**config.mk**
```make
export PLATFORM = sky130hd
export DESIGN_NAME = led_bank_ctrl_flat
export DESIGN_NICKNAME = d
export VERILOG_FILES = /design/src/rtl/led_bank_if.sv /design/src/rtl/led_bank_ctrl.sv /design/src/flat_wrapper.sv
export SDC_FILE = /design/constraint.sdc
export NUM_CORES = 1
export LEC_CHECK = 0
export ABC_AREA = 1
export BUFFER_PORTS_ARGS = -buffer_cell sky130_fd_sc_hd__buf_2
export CORE_ASPECT_RATIO = 1.25
export CORE_UTILIZATION = 50
export CTS_CLUSTER_DIAMETER = 40
export DETAILED_ROUTE_END_ITERATION = 10
export GPL_TIMING_DRIVEN = 0
export PLACE_DENSITY = 0.72
export SYNTH_ARGS = -nofsm -noshare
export SYNTH_HDL_FRONTEND = slang
export SYNTH_SLANG_ARGS = --single-unit
```
**constraint.sdc**
```tcl
create_clock -name clk -period 1.46 [get_ports clk]
set_clock_uncertainty 0.05 [all_clocks]
set_input_delay 0.146 -clock clk [delete_from_list [all_inputs] [get_ports clk]]
set_output_delay 0.146 -clock clk [all_outputs]
set_load 0.01 [all_outputs]
```
**src/rtl/led_bank_if.sv**
```systemverilog
// Purpose : CPU IO bus bundle between the IO address decoder and the LED bank.
// Latency : none of its own; only carries the write strobe and the readback path.
// Backpress: none; every write strobe is accepted on the falling edge it is sampled.
//
// Signals:
//   wr_en   - write strobe from the IO decoder
//   addr    - register select (3 bits)
//   wr_data - CPU write data
//   rd_data - combinational readback of the selected register
interface led_bank_if #(
    parameter int DATA_WIDTH = 32
);
    logic                  wr_en;
    logic [2:0]            addr;
    logic [DATA_WIDTH-1:0] wr_data;
    logic [DATA_WIDTH-1:0] rd_data;

    // CPU / decoder side
    modport master (
        output wr_en,
        output addr,
        output wr_data,
        input  rd_data
    );

    // LED bank side
    modport slave (
        input  wr_en,
        input  addr,
        input  wr_data,
        output rd_data
    );
endinterface

```
**src/rtl/led_bank_ctrl.sv**
```systemverilog
// Purpose : memory-mapped LED bank with SET/CLR/TOGGLE writes, per-LED blink mask and blink divider.
// Latency : writes visible on led_out right after the updating falling edge; readback is combinational.
// Backpress: none; every wr_en strobe is applied on the falling edge it is sampled.
//
// Ports:
//   clk     - system clock, all state updates on the falling edge
//   rst     - asynchronous active-low reset
//   bus     - IO bus (wr_en, addr, wr_data in; rd_data out)
//   led_out - LED pin drive, active-high
module led_bank_ctrl #(
    parameter int                    LED_WIDTH   = 16,
    parameter int                    DATA_WIDTH  = 32,
    parameter int                    CNT_WIDTH   = 24,
    parameter logic [CNT_WIDTH-1:0]  DEFAULT_DIV = CNT_WIDTH'(5_000_000)
) (
    input  logic                 clk,
    input  logic                 rst,
    led_bank_if.slave            bus,
    output logic [LED_WIDTH-1:0] led_out
);

    typedef enum logic [2:0] {
        REG_DATA   = 3'd0,
        REG_SET    = 3'd1,
        REG_CLR    = 3'd2,
        REG_TOGGLE = 3'd3,
        REG_BLINK  = 3'd4,
        REG_DIV    = 3'd5,
        REG_RSV6   = 3'd6,
        REG_RSV7   = 3'd7
    } reg_addr_e;

    // State
    logic [LED_WIDTH-1:0] led_reg;
    logic [LED_WIDTH-1:0] blink_mask;
    logic [CNT_WIDTH-1:0] div_reg;
    logic [CNT_WIDTH-1:0] blink_cnt;
    logic                 phase;

    // Next-state
    logic [LED_WIDTH-1:0] led_nxt;
    logic [LED_WIDTH-1:0] mask_nxt;
    logic [CNT_WIDTH-1:0] div_nxt;
    logic [CNT_WIDTH-1:0] cnt_nxt;
    logic                 phase_nxt;

    logic [LED_WIDTH-1:0] wr_d;
    logic [CNT_WIDTH-1:0] wr_div;
    reg_addr_e            sel;

    assign wr_d   = bus.wr_data[LED_WIDTH-1:0];
    assign wr_div = bus.wr_data[CNT_WIDTH-1:0];
    assign sel    = reg_addr_e'(bus.addr);

    // Upper write-data bits are architecturally ignored.
    logic unused_wr_data;
    assign unused_wr_data = &{1'b0, bus.wr_data};

    always_comb begin
        led_nxt   = led_reg;
        mask_nxt  = blink_mask;
        div_nxt   = div_reg;
        cnt_nxt   = blink_cnt;
        phase_nxt = phase;

        // Blink engine. A divider of zero parks the phase high so that
        // blinking LEDs read as steadily lit instead of freezing dark.
        if (div_reg == '0) begin
            cnt_nxt   = '0;
            phase_nxt = 1'b1;
        end else if (blink_cnt == div_reg) begin
            cnt_nxt   = '0;
            phase_nxt = ~phase;
        end else begin
            cnt_nxt   = blink_cnt + CNT_WIDTH'(1);
        end

        // Register writes. The DIV case is evaluated after the engine so a
        // divider write restarts the counter/phase even on a wrap edge.
        if (bus.wr_en) begin
            case (sel)
                REG_DATA:   led_nxt  = wr_d;
                REG_SET:    led_nxt  = led_reg | wr_d;
                REG_CLR:    led_nxt  = led_reg & ~wr_d;
                REG_TOGGLE: led_nxt  = led_reg ^ wr_d;
                REG_BLINK:  mask_nxt = wr_d;
                REG_DIV: begin
                    div_nxt   = wr_div;
                    cnt_nxt   = '0;
                    phase_nxt = 1'b1;
                end
                default: ;  // 6, 7 reserved: writes dropped
            endcase
        end
    end

    always_ff @(negedge clk or negedge rst) begin
        if (!rst) begin
            led_reg    <= '0;
            blink_mask <= '0;
            div_reg    <= DEFAULT_DIV;
            blink_cnt  <= '0;
            phase      <= 1'b1;
        end else begin
            led_reg    <= led_nxt;
            blink_mask <= mask_nxt;
            div_reg    <= div_nxt;
            blink_cnt  <= cnt_nxt;
            phase      <= phase_nxt;
        end
    end

    // Readback: zero-extended, addresses 0-3 all alias the LED register.
    always_comb begin
        bus.rd_data = '0;
        case (sel)
            REG_DATA, REG_SET, REG_CLR, REG_TOGGLE:
                bus.rd_data[LED_WIDTH-1:0] = led_reg;
            REG_BLINK:
                bus.rd_data[LED_WIDTH-1:0] = blink_mask;
            REG_DIV:
                bus.rd_data[CNT_WIDTH-1:0] = div_reg;
            default:
                bus.rd_data = '0;
        endcase
    end

    // Driven from registers only so the pins never glitch on bus activity.
    assign led_out = led_reg & (~blink_mask | {LED_WIDTH{phase}});

endmodule
```
**src/flat_wrapper.sv**
```systemverilog
// flat-port wrapper written by rule: the top's interface ports become plain ports
module led_bank_ctrl_flat 
#(
    parameter int                    LED_WIDTH   = 16,
    parameter int                    DATA_WIDTH  = 32,
    parameter int                    CNT_WIDTH   = 24,
    parameter logic [CNT_WIDTH-1:0]  DEFAULT_DIV = CNT_WIDTH'(5_000_000)
)
  (clk, rst, led_out, bus_wr_en, bus_addr, bus_wr_data, bus_rd_data);
  led_bank_if #(.DATA_WIDTH(DATA_WIDTH)) bus_i ();
  input  logic clk;
  input  logic rst;
  output logic [LED_WIDTH-1:0] led_out;
  input wire logic [$bits(bus_i.wr_en)-1:0] bus_wr_en;
  input wire logic [$bits(bus_i.addr)-1:0] bus_addr;
  input wire logic [$bits(bus_i.wr_data)-1:0] bus_wr_data;
  output wire logic [$bits(bus_i.rd_data)-1:0] bus_rd_data;
  assign bus_i.wr_en = bus_wr_en;
  assign bus_i.addr = bus_addr;
  assign bus_i.wr_data = bus_wr_data;
  assign bus_rd_data = bus_i.rd_data;
  led_bank_ctrl #(.LED_WIDTH(LED_WIDTH), .DATA_WIDTH(DATA_WIDTH), .CNT_WIDTH(CNT_WIDTH), .DEFAULT_DIV(DEFAULT_DIV)) u_core (.clk(clk), .rst(rst), .bus(bus_i), .led_out(led_out));
endmodule
```
After elaboration in Yosys (flattened, before gate mapping)
Index checks and enable logic that the tools add are counted.
- register bits: 81
- bits of input ports: 38
- output and inout port bits: 48
- logic and storage cells: 38
- add/subtract/negate cells: 1
- equality and inequality tests: 6
- multiplexer cells: 11
- bitwise logic cells: 8
- reduce and logical (&&, ||, !) cells: 7
- operator list (cell ; number):
    $mux 24 ; 4
    $pmux 16 s4 ; 1
    $pmux 16 s3 ; 1
    $and 16x16->16 ; 2
    $not 16->16 ; 2
    $or 16x16->16 ; 2
    $add 24x1->24 const B ; 1
    $eq 24x24->1 ; 1
    $logic_not 24->1 ; 1
    $xor 16x16->16 ; 1
    $mux 8 ; 1
    $eq 3x2->1 const B ; 2
    $eq 3x3->1 const B ; 2
    $reduce_and 2->1 ; 3
    $mux 1 ; 4
    $reduce_bool 4->1 ; 1
    $reduce_or 4->1 ; 1
    $eq 3x1->1 const B ; 1
    $logic_not 3->1 ; 1
    $not 1->1 ; 1

Depth between registers and ports, before layout
Gate-level depths: netlist (run 1).
- word-level depth: 5
- gate-level depth with buffers: 10
- gate-level depth less buffers: 10

==> flow_summary.yaml, run 1 <==
timing:
  hold_viol_final: 0
  finalSetupViolations: 121
  rsz0062_at_grt: "yes"
  tightestPinTransition_ps: 860.5
  hold_slack_ps: 310.7
  report.final.slew_viol_count: 0
  slew_headroom: 0.4263
  layout_setup_ws_ps: -1337
finish:
  syn_to_final_growth_pct: 69.52
  utilization: 0.8752
  nNetsFinal: 980
  antenna_cells: 0
  drive_above_1_share: 0.5481
logic_synthesis:
  async_flop_share: 1.000
  netlist_top_cells_count: "nand2_1 (189), inv_1 (93), dfrtn_1 (72)"
  yosysTopAreaCell: "dfrtn_1"
  synth.avg_cell_area_um2: 7.573
  synth_compound_area_frac: 0.1508
  synthFlopType: "dfrtn_1"
  synth-edff-count: 0
  synth_top_family_by_area: "simple AND/OR/NAND/NOR gates"
  ys_seq_area_frac: 0.3906
  synth_area_leaders: "dfrtn_1 (35%), nand2_1 (14%), ha_1 (7.9%)"
  synth_simple_gate_area_frac: 0.2458
  synthesis.area_um2: 5218
  synth_xor_area_frac: 0.02686
  synth_most_common_cell: "nand2_1"
  yosysWarnings: 0
  ys_ff_latch: 81
  yosysUniqueCellTypes: 34
  synth.area.mux_share: 0
  synth_top_cell_area_share: 0.3453
  synthAdderAreaFrac: 0.07914
  syn_inst: 689
cts:
  clkTransAtPathRegs_ps: 260
  cts_buffers: 9
  clk_latency_ps: 570
  cts_root_buf: "clkbuf_16"
  ctsHoldBuffers: 0
  h-tree-depth: 3
  clock-sinks: 81
  cts_buffer_depth: 2
  cts_tree: "built"
critical_path:
  arrival_ps: 2600
  worstSetupEndpointType: "output pin"
  worst-r2r-cell-count: 12
  reg2reg_from: "u_core.div_reg[22]$_DFFE_NN1P_"
  worstPathRequired_ps: 1260
  cp-startpoint: "u_core.phase$_DFF_NN1_"
  cp_cell_sequence: "clkinv_4, clkbuf_16, a21oi_4, buf_2"
  startpoint_type: "register"
  critPathMaxStageDelay_ps: 680
  crit_fanout: 7
  crit_type: "reg -> out"
  r2r-end: "u_core.blink_cnt[14]$_DFF_NN0_"
  endpoint: "led_out[6]"
  r2r_setup_slack_ps: -620
  cp_slowest_cell: "dfstp_2"
drt:
  viasPerCell: 6.331
  drtPass1Iterations: 8
  drc: 0
  drtAntennaViolNets: 0
  num_vias: 6603
  first_iter_violations: 764
  drt-total-wl_um: 25540
  post_drt_wl_per_cell_um: 24.49
worst_hold_path:
  hp-class: "in -> async"
power:
  p_seq_frac: 0.331
  p_sw_frac: 0.3863
  power_w: 0.009426
  power_frac_comb: 0.379
  intPower_w: 0.005785
  p_leak_nw: 4.131
  peakVddDrop_mv: 0.7325
  p_clk_frac: 0.290
  p_sw_w: 0.003641
  powerDensity_nw_per_um2: 1066
grt:
  grt.total_usage: 0.4026
  grt_max_degree: 52
  grt.busiest_layer: "met2"
  overflow: 0
  antenna_found_initial: 1
  grt_pass1_wl_um: 32380
  grt_use_met1: 0.3959
  grt_util_met3: 0.09766
  grt_use_met2: 0.7044
  grt_pass1_vias: 6317
job:
  maxCapViolations: 0
floorplan:
  die-area_um2: 10850
  die_w_um: 93.37
  rows: 41
  core_um2: 10110
  ios: 86
  start_util: 0.5163
  die_y_um: 116.2
place:
  dp_slack_ps: -845.7
  portBuffers: 69
  dp_hpwl_um: 11660
  gp_congestion: 0.8970
status:
  violations: "negative setup slack"
  outcome: "finished with violations"
==> power by group through the flow <==
stage               Sequential (W)  Combinational [W]  Clock [W]
global placement           0.00303            0.00196  0.0000422
detailed placement         0.00305            0.00204  0.0000422
floorplan                  0.00297            0.00145  0.0000422
global route               0.00313            0.00375    0.00281
finish                     0.00312            0.00357    0.00273
CTS                        0.00301            0.00286    0.00254
==> cells in the final DEF, fill, tap and decap left out, types with 3 or more instances in the layout <==
cell type and count:
clkbuf_2 3, nand2_1 131, dfrtn_1 72, nand3_1 9, nor3_4 3, nand3_2 4, nor2_2 17, clkbuf_16 13
ha_4 7, dfstp_2 9, nand2_4 28, o221ai_2 16, inv_2 45, nand2_2 31, buf_4 101, nand4_1 13
o21ai_1 26, o211ai_1 16, inv_1 50, o21ai_2 19, buf_2 51, inv_4 8, a21oi_4 13, buf_12 14
o2111ai_2 15, buf_16 4, nor2_1 33, buf_8 9, clkbuf_1 3, buf_6 33, nor3_1 3, conb_1 8
a21oi_2 11, xor2_1 14, nor2_4 27, ha_1 25, o21ai_0 4, clkbuf_8 4
==> cells by family after synthesis <==
kind of cell,after synthesis
and+or+nand+nor,303
buffers and inverters,130
AOI/OAI and AO/OA,125
DFF,81
adders and majority gates,33
xor gates and xnor gates,16
other,1
==> worst max-delay path: cells and delay by family (launching register included) <==
| kind | cells | cell delay, ps |
|---|---|---|
| AOI/OAI and AO/OA | 1 | 150 |
| buffers and inverters | 3 | 460 |
| DFF | 1 | 680 |
==> final cells by class <==
class,count,area (um2)
Buffer,30,344.1
Clock buffer,13,275.3
Clock inverter,12,76.32
Fill cell,397,1261
Inverter,96,416.7
Multi-Input combinational cell,485,3772
Sequential cell,81,2038
Tap cell,129,161.4
Timing Repair Buffer,197,1760
==> per-stage QoR <==
| stage | cells | cell area [um2] | TNS [ps] |
|---|---|---|---|
| after floorplan | 696 | 5824 | -30450 |
| after global placement | 894 | 6331 | -160410 |
| after detailed placement | 895 | 6361 | -75770 |
| after CTS | 1016 | 8285 | -50870 |
| after global routing | 1043 | 8845 | -73620 |
| final | 1043 | 8845 | -67520 |
==> worst min-delay path by stage <==
stage | startpoint | end | slack, ps
finish | rst | u_core.blink_cnt[3]$_DFF_NN0_ | 310
global route | rst | u_core.blink_cnt[14]$_DFF_NN0_ | 340
CTS | rst | u_core.blink_cnt[10]$_DFF_NN0_ | 320
detailed placement | u_core.blink_cnt[0]$_DFF_NN0_ | u_core.blink_cnt[0]$_DFF_NN0_ | 390
global placement | u_core.blink_cnt[0]$_DFF_NN0_ | u_core.blink_cnt[0]$_DFF_NN0_ | 380
floorplan | u_core.blink_cnt[0]$_DFF_NN0_ | u_core.blink_cnt[0]$_DFF_NN0_ | 350
==> layer usage <==
| layer | vias to the layer above | wire length [um] |
|---|---|---|
| met1 | 3110 | 8267 |
| met2 | 562 | 12310 |
| met3 | 256 | 2349 |
| met5 | - | 39 |
| li1 | 2671 | - |
| met4 | 4 | 2580 |
==> timing repair <==
action	in CTS	in global routing
setup endpoints to repair	120	121
resized for setup	173	101
gates cloned	11	0
setup buffers	86	34
pin swaps	46	25
Power figures use the tool's default switching activity.
==> run 2: changes to the inputs <==
- SKIP_LAST_GASP: default -> 1
==> flow_summary.yaml, run 2 (synthesis gave the netlist of run 1 again) <==
critical_path:
  worstPathRequired_ps: 1260
  cp_cell_sequence: "clkinv_4, clkbuf_16, a21oi_4, buf_2"
  startpoint_type: "register"
  arrival_ps: 2390
  cp_slowest_cell: "dfstp_2"
  critPathMaxStageDelay_ps: 580
  worstSetupEndpointType: "output pin"
  crit_fanout: 7
  crit_type: "reg -> out"
finish:
  n_fill_cell: 374
  antenna_cells: 0
  nNetsFinal: 989
  fin_cells: 1052
  utilization: 0.8913
  syn_to_final_growth_pct: 72.64
  drive_above_1_share: 0.5645
  final_common_cell: "nand2_1"
  most-common-layout-cells: "nand2_1 (123), buf_4 (104), dfrtn_1 (72)"
  stdcell_area_um2: 9007
grt:
  grt_pass1_wl_um: 32520
  overflow: 0
  grt_max_degree: 52
  grt_pass1_vias: 6120
  grt.total_usage: 0.4066
  antenna_found_initial: 0
cts:
  cts_tree: "built"
  cts_buffers: 9
  clock-sinks: 81
  clk_latency_ps: 460
  h-tree-depth: 3
  cts_root_buf: "clkbuf_16"
  cts_buffer_depth: 2
  ctsHoldBuffers: 0
  clkTransAtPathRegs_ps: 60
drt:
  first_iter_violations: 872
  drtPass1Iterations: 6
  post_drt_wl_per_cell_um: 26.72
  viasPerCell: 6.657
  drc: 0
  num_vias: 7003
  drt-total-wl_um: 28110
  drtAntennaViolNets: 0
timing:
  report.final.slew_viol_count: 0
  layout_setup_ws_ps: -1127
  tightestPinTransition_ps: 927.7
  finalSetupViolations: 121
  rsz0062_at_grt: "yes"
  slew_headroom: 0.3815
  hold_viol_final: 0
floorplan:
  rows: 41
  die_y_um: 116.2
  core_um2: 10110
  die-area_um2: 10850
  start_util: 0.5163
  die_w_um: 93.37
  ios: 86
power:
  power_w: 0.009783
  powerDensity_nw_per_um2: 1086
  peakVddDrop_mv: 0.8317
  p_leak_nw: 4.224
place:
  dp.cells: 895
  dpl_cell_area_um2: 6361
  gp_congestion: 0.8970
  dp_hpwl_um: 11660
  portBuffers: 69
worst_hold_path:
  hp-class: "in -> async"
job:
  maxCapViolations: 0
status:
  outcome: "finished with violations"
  violations: "negative setup slack"
==> run 2: worst max-delay path: cells and delay by family (launching register included) <==
family / cells / cell delay [ps]
buffers and inverters: 3 / 470
AOI/OAI and AO/OA: 1 / 160
DFF: 1 / 580
==> run 2: area by class of cell <==
| cell class | instances | area [um2] | area share |
|---|---|---|---|
| well taps | 129 | 161.4 | 0.01792 |
| clock buffers | 13 | 275.3 | 0.03056 |
| multi-input cells | 485 | 3821 | 0.4242 |
| plain buffers | 32 | 391.6 | 0.04348 |
| clock inverters | 12 | 76.32 | 0.008473 |
| flip-flops and latches | 81 | 2038 | 0.2263 |
| repair buffers | 204 | 1817 | 0.2017 |
| inverters | 96 | 426.7 | 0.04737 |
==> run 2: through the flow <==
step	setup WS [ps]	setup TNS [ps]	hold WS [ps]
floorplan	-407.6	-30450	353.1
global placement	-1117	-160410	381.7
detailed placement	-845.7	-75770	393.5
CTS	-989.3	-51390	322.0
global route	-1103	-71260	319.4
finish	-1127	-68540	279.8
==> run 2: timing repair <==
action	4_1_cts	5_1_grt
gates resized for setup	166	136
setup endpoints to repair	120	121
setup buffers	86	45
gates cloned	11	0
hold endpoints to repair	0	0
pin swaps	46	52
==> run 2: layer usage <==
| layer | wire length, um | track usage |
|---|---|---|
| met5 | 0 | 0 |
| met4 | 3366 | 0.3159 |
| met3 | 3259 | 0.08724 |
| met2 | 12940 | 0.7181 |
| met1 | 8538 | 0.4196 |
==> run 2: final timing paths <==
kind	startpoint	to	slack, ps	cells past startpoint
max	u_core.phase$_DFF_NN1_	led_out[14]	-1130	4
min	rst	u_core.blink_cnt[10]$_DFF_NN0_	280	1
max reg2reg	u_core.div_reg[19]$_DFFE_NN1P_	u_core.blink_cnt[14]$_DFF_NN0_	-730	13
min reg2reg	u_core.blink_mask[2]$_DFFE_NN0P_	u_core.blink_mask[2]$_DFFE_NN0P_	480	2
max in group asynchronous	rst	u_core.div_reg[11]$_DFFE_NN1P_	320	2
min in group clk	u_core.blink_mask[2]$_DFFE_NN0P_	u_core.blink_mask[2]$_DFFE_NN0P_	480	2
==> run 2: where the power goes <==
group          total [W]  internal [W]  switching, W
registers        0.00315       0.00266      0.000486
logic            0.00387       0.00167       0.00220
clock network    0.00276       0.00154       0.00122
total            0.00978       0.00587       0.00391
